==> config.mk <==
export PLATFORM = sky130hd
export DESIGN_NAME = mem_port_arbiter
export DESIGN_NICKNAME = d
export VERILOG_FILES = /design/src/rtl/mem_port_arbiter_pkg.sv /design/src/rtl/mem_port_arbiter_arb_pick.sv /design/src/rtl/mem_port_arbiter.sv
export SDC_FILE = /design/constraint.sdc
export NUM_CORES = 1
export LEC_CHECK = 0
export ABC_AREA = 0
export CAP_MARGIN = 0
export CELL_PAD_IN_SITES_DETAIL_PLACEMENT = 1
export CELL_PAD_IN_SITES_GLOBAL_PLACEMENT = 1
export CORE_MARGIN = 2
export CORE_UTILIZATION = 28
export DETAILED_ROUTE_END_ITERATION = 7
export PLACE_DENSITY = 0.91
export SETUP_SLACK_MARGIN = 0.3
export SYNTH_ARGS = -nofsm -noshare
export SYNTH_HDL_FRONTEND = slang
export SYNTH_SLANG_ARGS = --single-unit
==> constraint.sdc <==
create_clock -name clk -period 2.8 [get_ports clk]
set_input_delay 0.7 -clock clk [delete_from_list [all_inputs] [get_ports clk]]
set_output_delay 0.7 -clock clk [all_outputs]
set_load 0.1 [all_outputs]
==> src/rtl/mem_port_arbiter_pkg.sv <==
// mem_port_arbiter_pkg: shared state/client types and memory width macros for the memory port arbiter.
`ifndef MEM_ADDR_SIZE
`define MEM_ADDR_SIZE 32
`endif
`ifndef MEM_BANDWIDTH
`define MEM_BANDWIDTH 4
`endif
package mem_port_arbiter_pkg;
  typedef enum logic [1:0] {IDLE, RD_ISSUE, RD_WAIT, WR_BURST} ARB_STATE_T;
  typedef enum logic [1:0] {CL_IF, CL_WT, CL_CP} ARB_CLIENT_T;
  function automatic ARB_CLIENT_T onehot_client(input logic [2:0] oh);
    return oh[2] ? CL_CP : oh[1] ? CL_WT : CL_IF;
  endfunction
endpackage

==> src/rtl/mem_port_arbiter_arb_pick.sv <==
// arb_pick: one-hot requester select over {if, wt, cp}; MEM_ARB_ROUND_ROBIN_EN selects
// round-robin after the last grant, otherwise fixed priority cp > wt > if.
module arb_pick
  import mem_port_arbiter_pkg::*;
(
  input  logic [2:0]  req,
  input  ARB_CLIENT_T last,
  output logic [2:0]  pick,
  output logic        valid
);
`ifdef MEM_ARB_ROUND_ROBIN_EN
  logic [1:0] sh;
  logic [2:0] rot;
  logic [2:0] oh;
  always_comb begin
    sh = (last == CL_CP) ? 2'd0 : 2'(last) + 2'd1;
    rot = 3'({req, req} >> sh);
    oh = rot & (~rot + 3'd1);
    pick = 3'(({oh, oh} << sh) >> 3);
  end
`else
  logic unused_last;
  assign unused_last = ^last;
  assign pick = req[2] ? 3'b100 : req[1] ? 3'b010 : {2'b00, req[0]};
`endif
  assign valid = |req;
endmodule

==> src/rtl/mem_port_arbiter.sv <==
// mem_port_arbiter: single-port memory arbiter for ifmap/weight read bursts and compressor write bursts.
// Define MEM_ARB_ROUND_ROBIN_EN for round-robin arbitration instead of fixed priority.
module mem_port_arbiter
  import mem_port_arbiter_pkg::*;
#(
  parameter int ADDR_W = `MEM_ADDR_SIZE,
  parameter int DATA_W = `MEM_BANDWIDTH*8,
  parameter int LEN_W  = 16
)(
  input  logic              clk,
  input  logic              rst_n,
  input  logic              if_req,
  input  logic [ADDR_W-1:0] if_addr,
  input  logic [LEN_W-1:0]  if_len,
  output logic              if_gnt,
  output logic              if_rvalid,
  output logic              if_done,
  input  logic              wt_req,
  input  logic [ADDR_W-1:0] wt_addr,
  input  logic [LEN_W-1:0]  wt_len,
  output logic              wt_gnt,
  output logic              wt_rvalid,
  output logic              wt_done,
  input  logic              cp_req,
  input  logic [ADDR_W-1:0] cp_addr,
  input  logic [LEN_W-1:0]  cp_len,
  output logic              cp_gnt,
  input  logic [DATA_W-1:0] cp_wdata,
  input  logic              cp_wvalid,
  output logic              cp_wready,
  output logic              cp_done,
  output logic [DATA_W-1:0] rd_data,
  output logic [ADDR_W-1:0] mem_addr,
  output logic [DATA_W-1:0] mem_write_data,
  output logic              mem_read,
  output logic              mem_write,
  input  logic [DATA_W-1:0] mem_read_data,
  input  logic              mem_valid,
  output logic              busy
);
  localparam logic [ADDR_W-1:0] A_ONE = 1;
  localparam logic [LEN_W-1:0]  L_ONE = 1;
  ARB_STATE_T        state, state_n;
  ARB_CLIENT_T       owner, owner_n, last, last_n;
  logic [ADDR_W-1:0] cur_addr, addr_n, sel_addr;
  logic [LEN_W-1:0]  remain, remain_n, sel_len;
  logic [2:0]        gnt_q, gnt_n, done_q, done_n, pick;
  logic [1:0]        rvalid_q, rvalid_n;
  logic [DATA_W-1:0] rd_q, rd_n;
  logic              mem_read_q, busy_q, pick_valid;
  arb_pick u_pick (
    .req   ({cp_req, wt_req, if_req}),
    .last  (last),
    .pick  (pick),
    .valid (pick_valid)
  );
  assign sel_addr = pick[2] ? cp_addr : pick[1] ? wt_addr : if_addr;
  assign sel_len  = pick[2] ? cp_len : pick[1] ? wt_len : if_len;
  always_comb begin
    state_n  = state;
    owner_n  = owner;
    last_n   = last;
    addr_n   = cur_addr;
    remain_n = remain;
    gnt_n    = gnt_q;
    done_n   = '0;
    rvalid_n = '0;
    rd_n     = rd_q;
    case (state)
      IDLE: if (pick_valid) begin
        last_n = onehot_client(pick);
        if (sel_len == '0) done_n = pick;
        else begin
          gnt_n    = pick;
          owner_n  = onehot_client(pick);
          addr_n   = sel_addr;
          remain_n = sel_len;
          state_n  = pick[2] ? WR_BURST : RD_ISSUE;
        end
      end
      RD_ISSUE: state_n = RD_WAIT;
      RD_WAIT: if (mem_valid) begin
        rd_n     = mem_read_data;
        rvalid_n = (owner == CL_WT) ? 2'b10 : 2'b01;
        addr_n   = cur_addr + A_ONE;
        remain_n = remain - L_ONE;
        state_n  = (remain == L_ONE) ? IDLE : RD_ISSUE;
        done_n   = (remain == L_ONE) ? gnt_q : 3'b000;
        gnt_n    = (remain == L_ONE) ? 3'b000 : gnt_q;
      end
      WR_BURST: if (cp_wvalid) begin
        addr_n   = cur_addr + A_ONE;
        remain_n = remain - L_ONE;
        state_n  = (remain == L_ONE) ? IDLE : WR_BURST;
        done_n   = (remain == L_ONE) ? 3'b100 : 3'b000;
        gnt_n    = (remain == L_ONE) ? 3'b000 : gnt_q;
      end
      default: state_n = IDLE;
    endcase
  end
  always_ff @(posedge clk or negedge rst_n) begin
    if (!rst_n) begin
      state      <= IDLE;
      owner      <= CL_IF;
      last       <= CL_IF;
      cur_addr   <= '0;
      remain     <= '0;
      gnt_q      <= '0;
      done_q     <= '0;
      rvalid_q   <= '0;
      rd_q       <= '0;
      mem_read_q <= 1'b0;
      busy_q     <= 1'b0;
    end else begin
      state      <= state_n;
      owner      <= owner_n;
      last       <= last_n;
      cur_addr   <= addr_n;
      remain     <= remain_n;
      gnt_q      <= gnt_n;
      done_q     <= done_n;
      rvalid_q   <= rvalid_n;
      rd_q       <= rd_n;
      mem_read_q <= (state_n == RD_ISSUE);
      busy_q     <= (state_n != IDLE);
    end
  end
  // write beats go straight through so the compressor sustains one beat per cycle
  assign cp_wready      = (state == WR_BURST);
  assign mem_write      = cp_wready && cp_wvalid;
  assign mem_write_data = mem_write ? cp_wdata : '0;
  assign mem_read       = mem_read_q;
  assign mem_addr       = (mem_read_q || mem_write) ? cur_addr : '0;
  assign {cp_gnt, wt_gnt, if_gnt}    = gnt_q;
  assign {cp_done, wt_done, if_done} = done_q;
  assign {wt_rvalid, if_rvalid}      = rvalid_q;
  assign rd_data = rd_q;
  assign busy    = busy_q;
endmodule

# Yosys cells after proc, flatten, opt, wreduce, memory -nomap -nowiden
# Index checks and enable logic that the tools add are counted.
dict set report word_totals {
  regBits 94
  in_bits 215
}
dict set report op_classes {
  n_addsub 2
  n_reduce_logical 10
  eq_ne 10
  bitwise 1
  n_mux 44
}
# op count
set op_table {}
lappend op_table {{$mux W32} 8}
lappend op_table {{$mux W16} 6}
lappend op_table {{$pmux W32 S3} 1}
lappend op_table {{$pmux W16 S3} 1}
lappend op_table {{$mux W3} 12}
lappend op_table {{$add A32 B1 Y32 const B} 1}
lappend op_table {{$mux W2} 11}
lappend op_table {{$pmux W3 S3} 2}
lappend op_table {{$eq A16 B1 Y1 const B} 1}
lappend op_table {{$logic_not A16 Y1} 1}
lappend op_table {{$sub A16 B1 Y16 const B} 1}
lappend op_table {{$ne A2 B2 Y1 const B} 4}
lappend op_table {{$pmux W2 S4} 1}
lappend op_table {{$eq A2 B1 Y1 const B} 3}
lappend op_table {{$reduce_and A5 Y1} 1}
lappend op_table {{$eq A2 B2 Y1 const B} 2}
lappend op_table {{$reduce_and A3 Y1} 1}
lappend op_table {{$reduce_bool A3 Y1} 1}
lappend op_table {{$reduce_or A3 Y1} 1}
lappend op_table {{$logic_not A2 Y1} 1}
lappend op_table {{$mux W1} 2}
lappend op_table {{$reduce_and A2 Y1} 1}
lappend op_table {{$reduce_bool A2 Y1} 1}
lappend op_table {{$logic_and A1 B1 Y1} 1}
lappend op_table {{other kinds (2)} 2}

# Longest topological paths before layout
dict set report depth {
  ltp_word 9
  ltp_mapped 13
  ltp_nobuf 8
}

# Hierarchy
# A second synthesis with hierarchy kept.
dict set report hier_totals {
  hier_cells 787
  area_unflattened_um2 6658.9
}
# module cells_per_inst area_each_um2 n_inst
set by_module_without_submodules {}
lappend by_module_without_submodules {mem_port_arbiter 783 6631.4 1}
lappend by_module_without_submodules {arb_pick 4 27.5 1}

# Least setup slack after synthesis
# Ideal clock, no wire load.
dict set report synth_path {
  path_type {input -> output}
  startpoint {input cp_wvalid}
  endpoint {output mem_write_data[22]}
  path_buffers 2
  required_time_ns 2.100
  path_stages 4
  arrival_ns 2.953
  setup_slack_ns -0.853
  path_cell_list {and3_1 clkbuf_1 clkbuf_1 and2_1}
}
dict set report synth_between {
  elab_chain_cells 2
}
# element line_no
set synth_rtl {}
lappend synth_rtl {{start: declaration} mem_port_arbiter.sv:29} ;# input logic cp_wvalid,
lappend synth_rtl {{$logic_and A1 B1 Y1} mem_port_arbiter.sv:130} ;# assign mem_write = cp_wready && cp_wvalid;
lappend synth_rtl {{via mem_write} mem_port_arbiter.sv:36} ;# output logic mem_write,
lappend synth_rtl {{$mux W32} mem_port_arbiter.sv:131} ;# assign mem_write_data = mem_write ? cp_wdata : '0;
lappend synth_rtl {{end: declaration} mem_port_arbiter.sv:34} ;# output logic [DATA_W-1:0] mem_write_data,
# The timed path passes the listed nets, and every way through them passes these cells.

# Worst setup path after layout
dict set report layout_path {
  startpoint {input if_len[0]}
  endpoint {register cur_addr[30]}
}
dict set report layout_between {
  elab_chain_cells 5
}
# element line_no
set layout_rtl {}
lappend layout_rtl {{start: declaration} mem_port_arbiter.sv:14} ;# input logic [LEN_W-1:0] if_len,
lappend layout_rtl {{$mux W16 (2 in series)} mem_port_arbiter.sv:58} ;# assign sel_len = pick[2] ? cp_len : pick[1] ? wt_len : if_len;
lappend layout_rtl {{$logic_not A16 Y1} mem_port_arbiter.sv:72} ;# if (sel_len == '0) done_n = pick;
lappend layout_rtl {{$ne A2 B2 Y1 (no line)} --}
lappend layout_rtl {{$reduce_and A5 Y1 (no line)} --}
lappend layout_rtl {{end signal: assignment} mem_port_arbiter.sv:118} ;# cur_addr <= addr_n;
lappend layout_rtl {{end: declaration} mem_port_arbiter.sv:45} ;# logic [ADDR_W-1:0] cur_addr, addr_n, sel_addr;
# Every way passes these cells.
# A chain may end at the register's enable or synchronous reset.

==> results.ini <==
[run_status]
status = finished with violations
violations = setup timing

[grt]
grt_pass1_vias = 8643
grt-ovfl-total = 0
track_usage = 0.259
grt_pass1_wl_mm = 48.1
grt_start_max_net_pins = 38
antenna_found_initial = 1

[final_layout]
multi_input_area_um2 = 4420
drive_gt1_frac = 0.410
nFillCells = 2360
register_area_um2 = 2360
fin_nets = 1380
area_growth_pct = 100
fin_util = 0.573

[logic_synthesis]
yosys_warnings = 0
ys_ff_latch = 94
synth_common_cells = 151 x nand2_1, 94 x dfrtp_1, 59 x mux2_2, 38 x nor2_1, 37 x o21ai_0
avgSynthCellArea_um2 = 8.37
synthesis.nets = 963
ys_seq_area_frac = 0.377
synth_edf_count = 0
yosysMostFrequentCell = nand2_1
synth_area_leader_cell = dfrtp_1
syn_area_um2 = 6240
yosys-top-cells-area = dfrtp_1 38%, mux2_2 11%, nand2_1 9.1%, mux2i_1 5.6%, and2_1 3.5%
async_flop_share = 1.00
synthCells = 745
synth_top_area_share = 0.377
synthFlopType = dfrtp_1
synth.distinct_cells = 48

[power_and_ir_drop]
pwr_density_cell_nw_per_um2 = 1010
power.internal_w = 0.00573
p_sw_frac = 0.548
p_clk_frac = 0.106
ir_drop_v = 0.000465
p_sw_w = 0.00694
power_leakage_nw = 5.58
seqPwrFrac = 0.194
comb_power_share = 0.700

[clock_network]
htree_levels = 3
path_clk_slew_ns = 0.08
clock_path_buffers = 2
cts_made_buffers = 9
cts_tree = done
worstSkewPairLatency_ns = 0.36
clock_sinks = 94
cts_root_buf = clkbuf_16

[critical_path]
slowest_stage = or4_4
path_buf_inv = 2
worstSetupPathType = in2reg
worstPathMaxFanout = 6
cp_data_required_time_ns = 3.03
crit_arrival_ns = 3.12
critPathMaxStageDelay_ns = 0.57
cp-start-kind = primary input
worstSetupEndpointType = flop
crit_chain = dlygate4sd2_1, mux2i_1, o21ai_1, or4_4, or4_4, buf_4, a31o_4, o21ai_1, nor3_1
rr_startpoint = state[0]
cp_top_family = simple AND/OR/NAND/NOR gates
r2r_cells = 11
r2r_setup_slack_ns = 0.44
worstReg2RegEnd = cur_addr[0]

[floorplanning]
core-area_um2 = 21800
die_h_um = 153
die_area_um2 = 23500
pin_count = 323
row_count = 54
die_w_um = 153
start_util = 0.286

[timing]
max_slew.worst_pin.slew_ns = 0.515
max_slew_margin = 0.654
fin_crit_ns = 2.89
timing.final.ws_setup_ns = -0.0921
rsz0062_at_grt = yes
fin_crit_sh = 1.03
holdWs_ns = 0.225
max_freq_mhz = 346
slew_viol_final = 0
skew_ns = 0.0110
hold_viol_final = 0
finalSetupViolCount = 33

[min_path]
min_path_type = in2async

[detailed_routing]
drt_wl_total_mm = 32.3
first_pass_iters = 4
drc = 0
vias = 7727
drtIter0Drc = 362
wire_per_inst_um = 22.3
vias_per_cell = 5.34
ant_nets = 0

[placement]
hpwl_mm = 21.1
gp_congestion = 0.789
port_buffers = 322
pre_cts_slack_ns = -0.876

[job]
drv_cap = 0

==> sequential cells by signal, indices dropped and copies added, names as in the netlist <==
register  flops
cur_addr     32
state         2
rvalid_q      2
owner         2
remain       16
mem_read      1
busy          1
done_q        3
gnt_q         3
rd_data      32
==> logic make-up (layout without fill, tap and decap cells) <==
group | Yosys count | after routing | share of synthesized area
other | 0 | 1 | 0
multiplexers | 94 | 94 | 0.163
adder cells (fa/ha/maj) | 3 | 3 | 0.00602
AO/OA/AOI/OAI | 130 | 134 | 0.131
AND/OR/NAND/NOR | 359 | 359 | 0.277
flip-flops | 94 | 94 | 0.377
buffers and inverters | 65 | 483 | 0.0461
==> power by group through the flow <==
stage	sequential [W]	clock, W	combinational, W
final	0.00245	0.00134	0.00887
after floorplan	0.00403	0	0.00373
after global placement	0.00236	0	0.00770
after detailed placement	0.00240	0	0.00789
after CTS	0.00240	0.00137	0.00852
after global routing	0.00253	0.00143	0.00920
==> routing by layer <==
metal  wire (µm)  GRT usage
met4        1270     0.0966
met3        1740     0.0488
met2       17700      0.498
met1       11600      0.279
met5           0          0
==> worst max path at each step <==
stage,startpoint,end,cells after the start
after floorplan,wt_req,cur_addr[19],12
after global placement,wt_len[3],remain[7],9
after detailed placement,wt_len[11],remain[3],9
after CTS,wt_req,cur_addr[25],10
after global routing,if_len[0],cur_addr[30],11
final,if_len[0],cur_addr[30],9
==> final cells by class <==
type                       count  share of cell area
clock buffer                   9              0.0180
timing repair buffer         454               0.401
multi-input combinational    590               0.354
clock inverter                 7             0.00681
antenna                        1            0.000200
tap                          280              0.0280
sequential                    94               0.188
inverter                      13             0.00390
==> worst register-to-register path, stage by stage (launching register included) <==
cell,delay (ns)
dfrtp_2,0.44
and3_4,0.20
buf_4,0.14
buf_4,0.13
or2_2,0.39
buf_4,0.26
a31oi_4,0.21
buf_6,0.15
buf_12,0.12
buf_6,0.12
nand2_1,0.08
o21ai_1,0.08
==> through the flow <==
| step | instance area [µm²] | instances | power [W] | TNS (ns) |
|---|---|---|---|---|
| 6_report | 12500 | 1448 | 0.0127 | -1.03 |
| 5_1_grt | 12500 | 1447 | 0.0132 | -2.88 |
| 4_1_cts | 12100 | 1439 | 0.0123 | -0.0138 |
| 3_5_place_dp | 11000 | 1358 | 0.0103 | -43.56 |
| 3_3_place_gp | 11000 | 1358 | 0.0101 | -35.51 |
| 2_1_floorplan | 6710 | 745 | 0.00776 | -7.75 |
==> cells in the final DEF, fill, tap and decap left out, types with 6 or more instances in the layout <==
cell and instances:
dlygate4sd2_1 14, o22ai_1 8, mux2i_2 7, nand2_1 141
buf_4 140, a21oi_1 28, nor3_2 6, nor2b_4 29
a21oi_2 6, nand3_1 22, buf_12 75, and2_4 9
buf_2 6, inv_1 11, dlymetal6s2s_1 6, and2_2 22
o21ai_1 9, nand4_1 18, nor2_1 29, o22ai_2 9
nor2_4 6, nand2_2 7, mux2i_1 24, mux2_2 55
clkbuf_16 10, nor3_1 23, o21ai_0 20, buf_6 23
o21ai_2 8, dfrtp_1 91, clkdlybuf4s50_1 178, and3_1 13
==> repair_timing <==
item                                   in CTS  in global routing
setup endpoints to repair                 125                 89
endpoints found under the hold margin       0                  0
gates resized for setup                   122                 81
pin swaps                                  24                 19
hold buffers                                0                  0
gates cloned                                8                  1
buffers inserted                           57                  7
(Power assumes the default switching activity.)
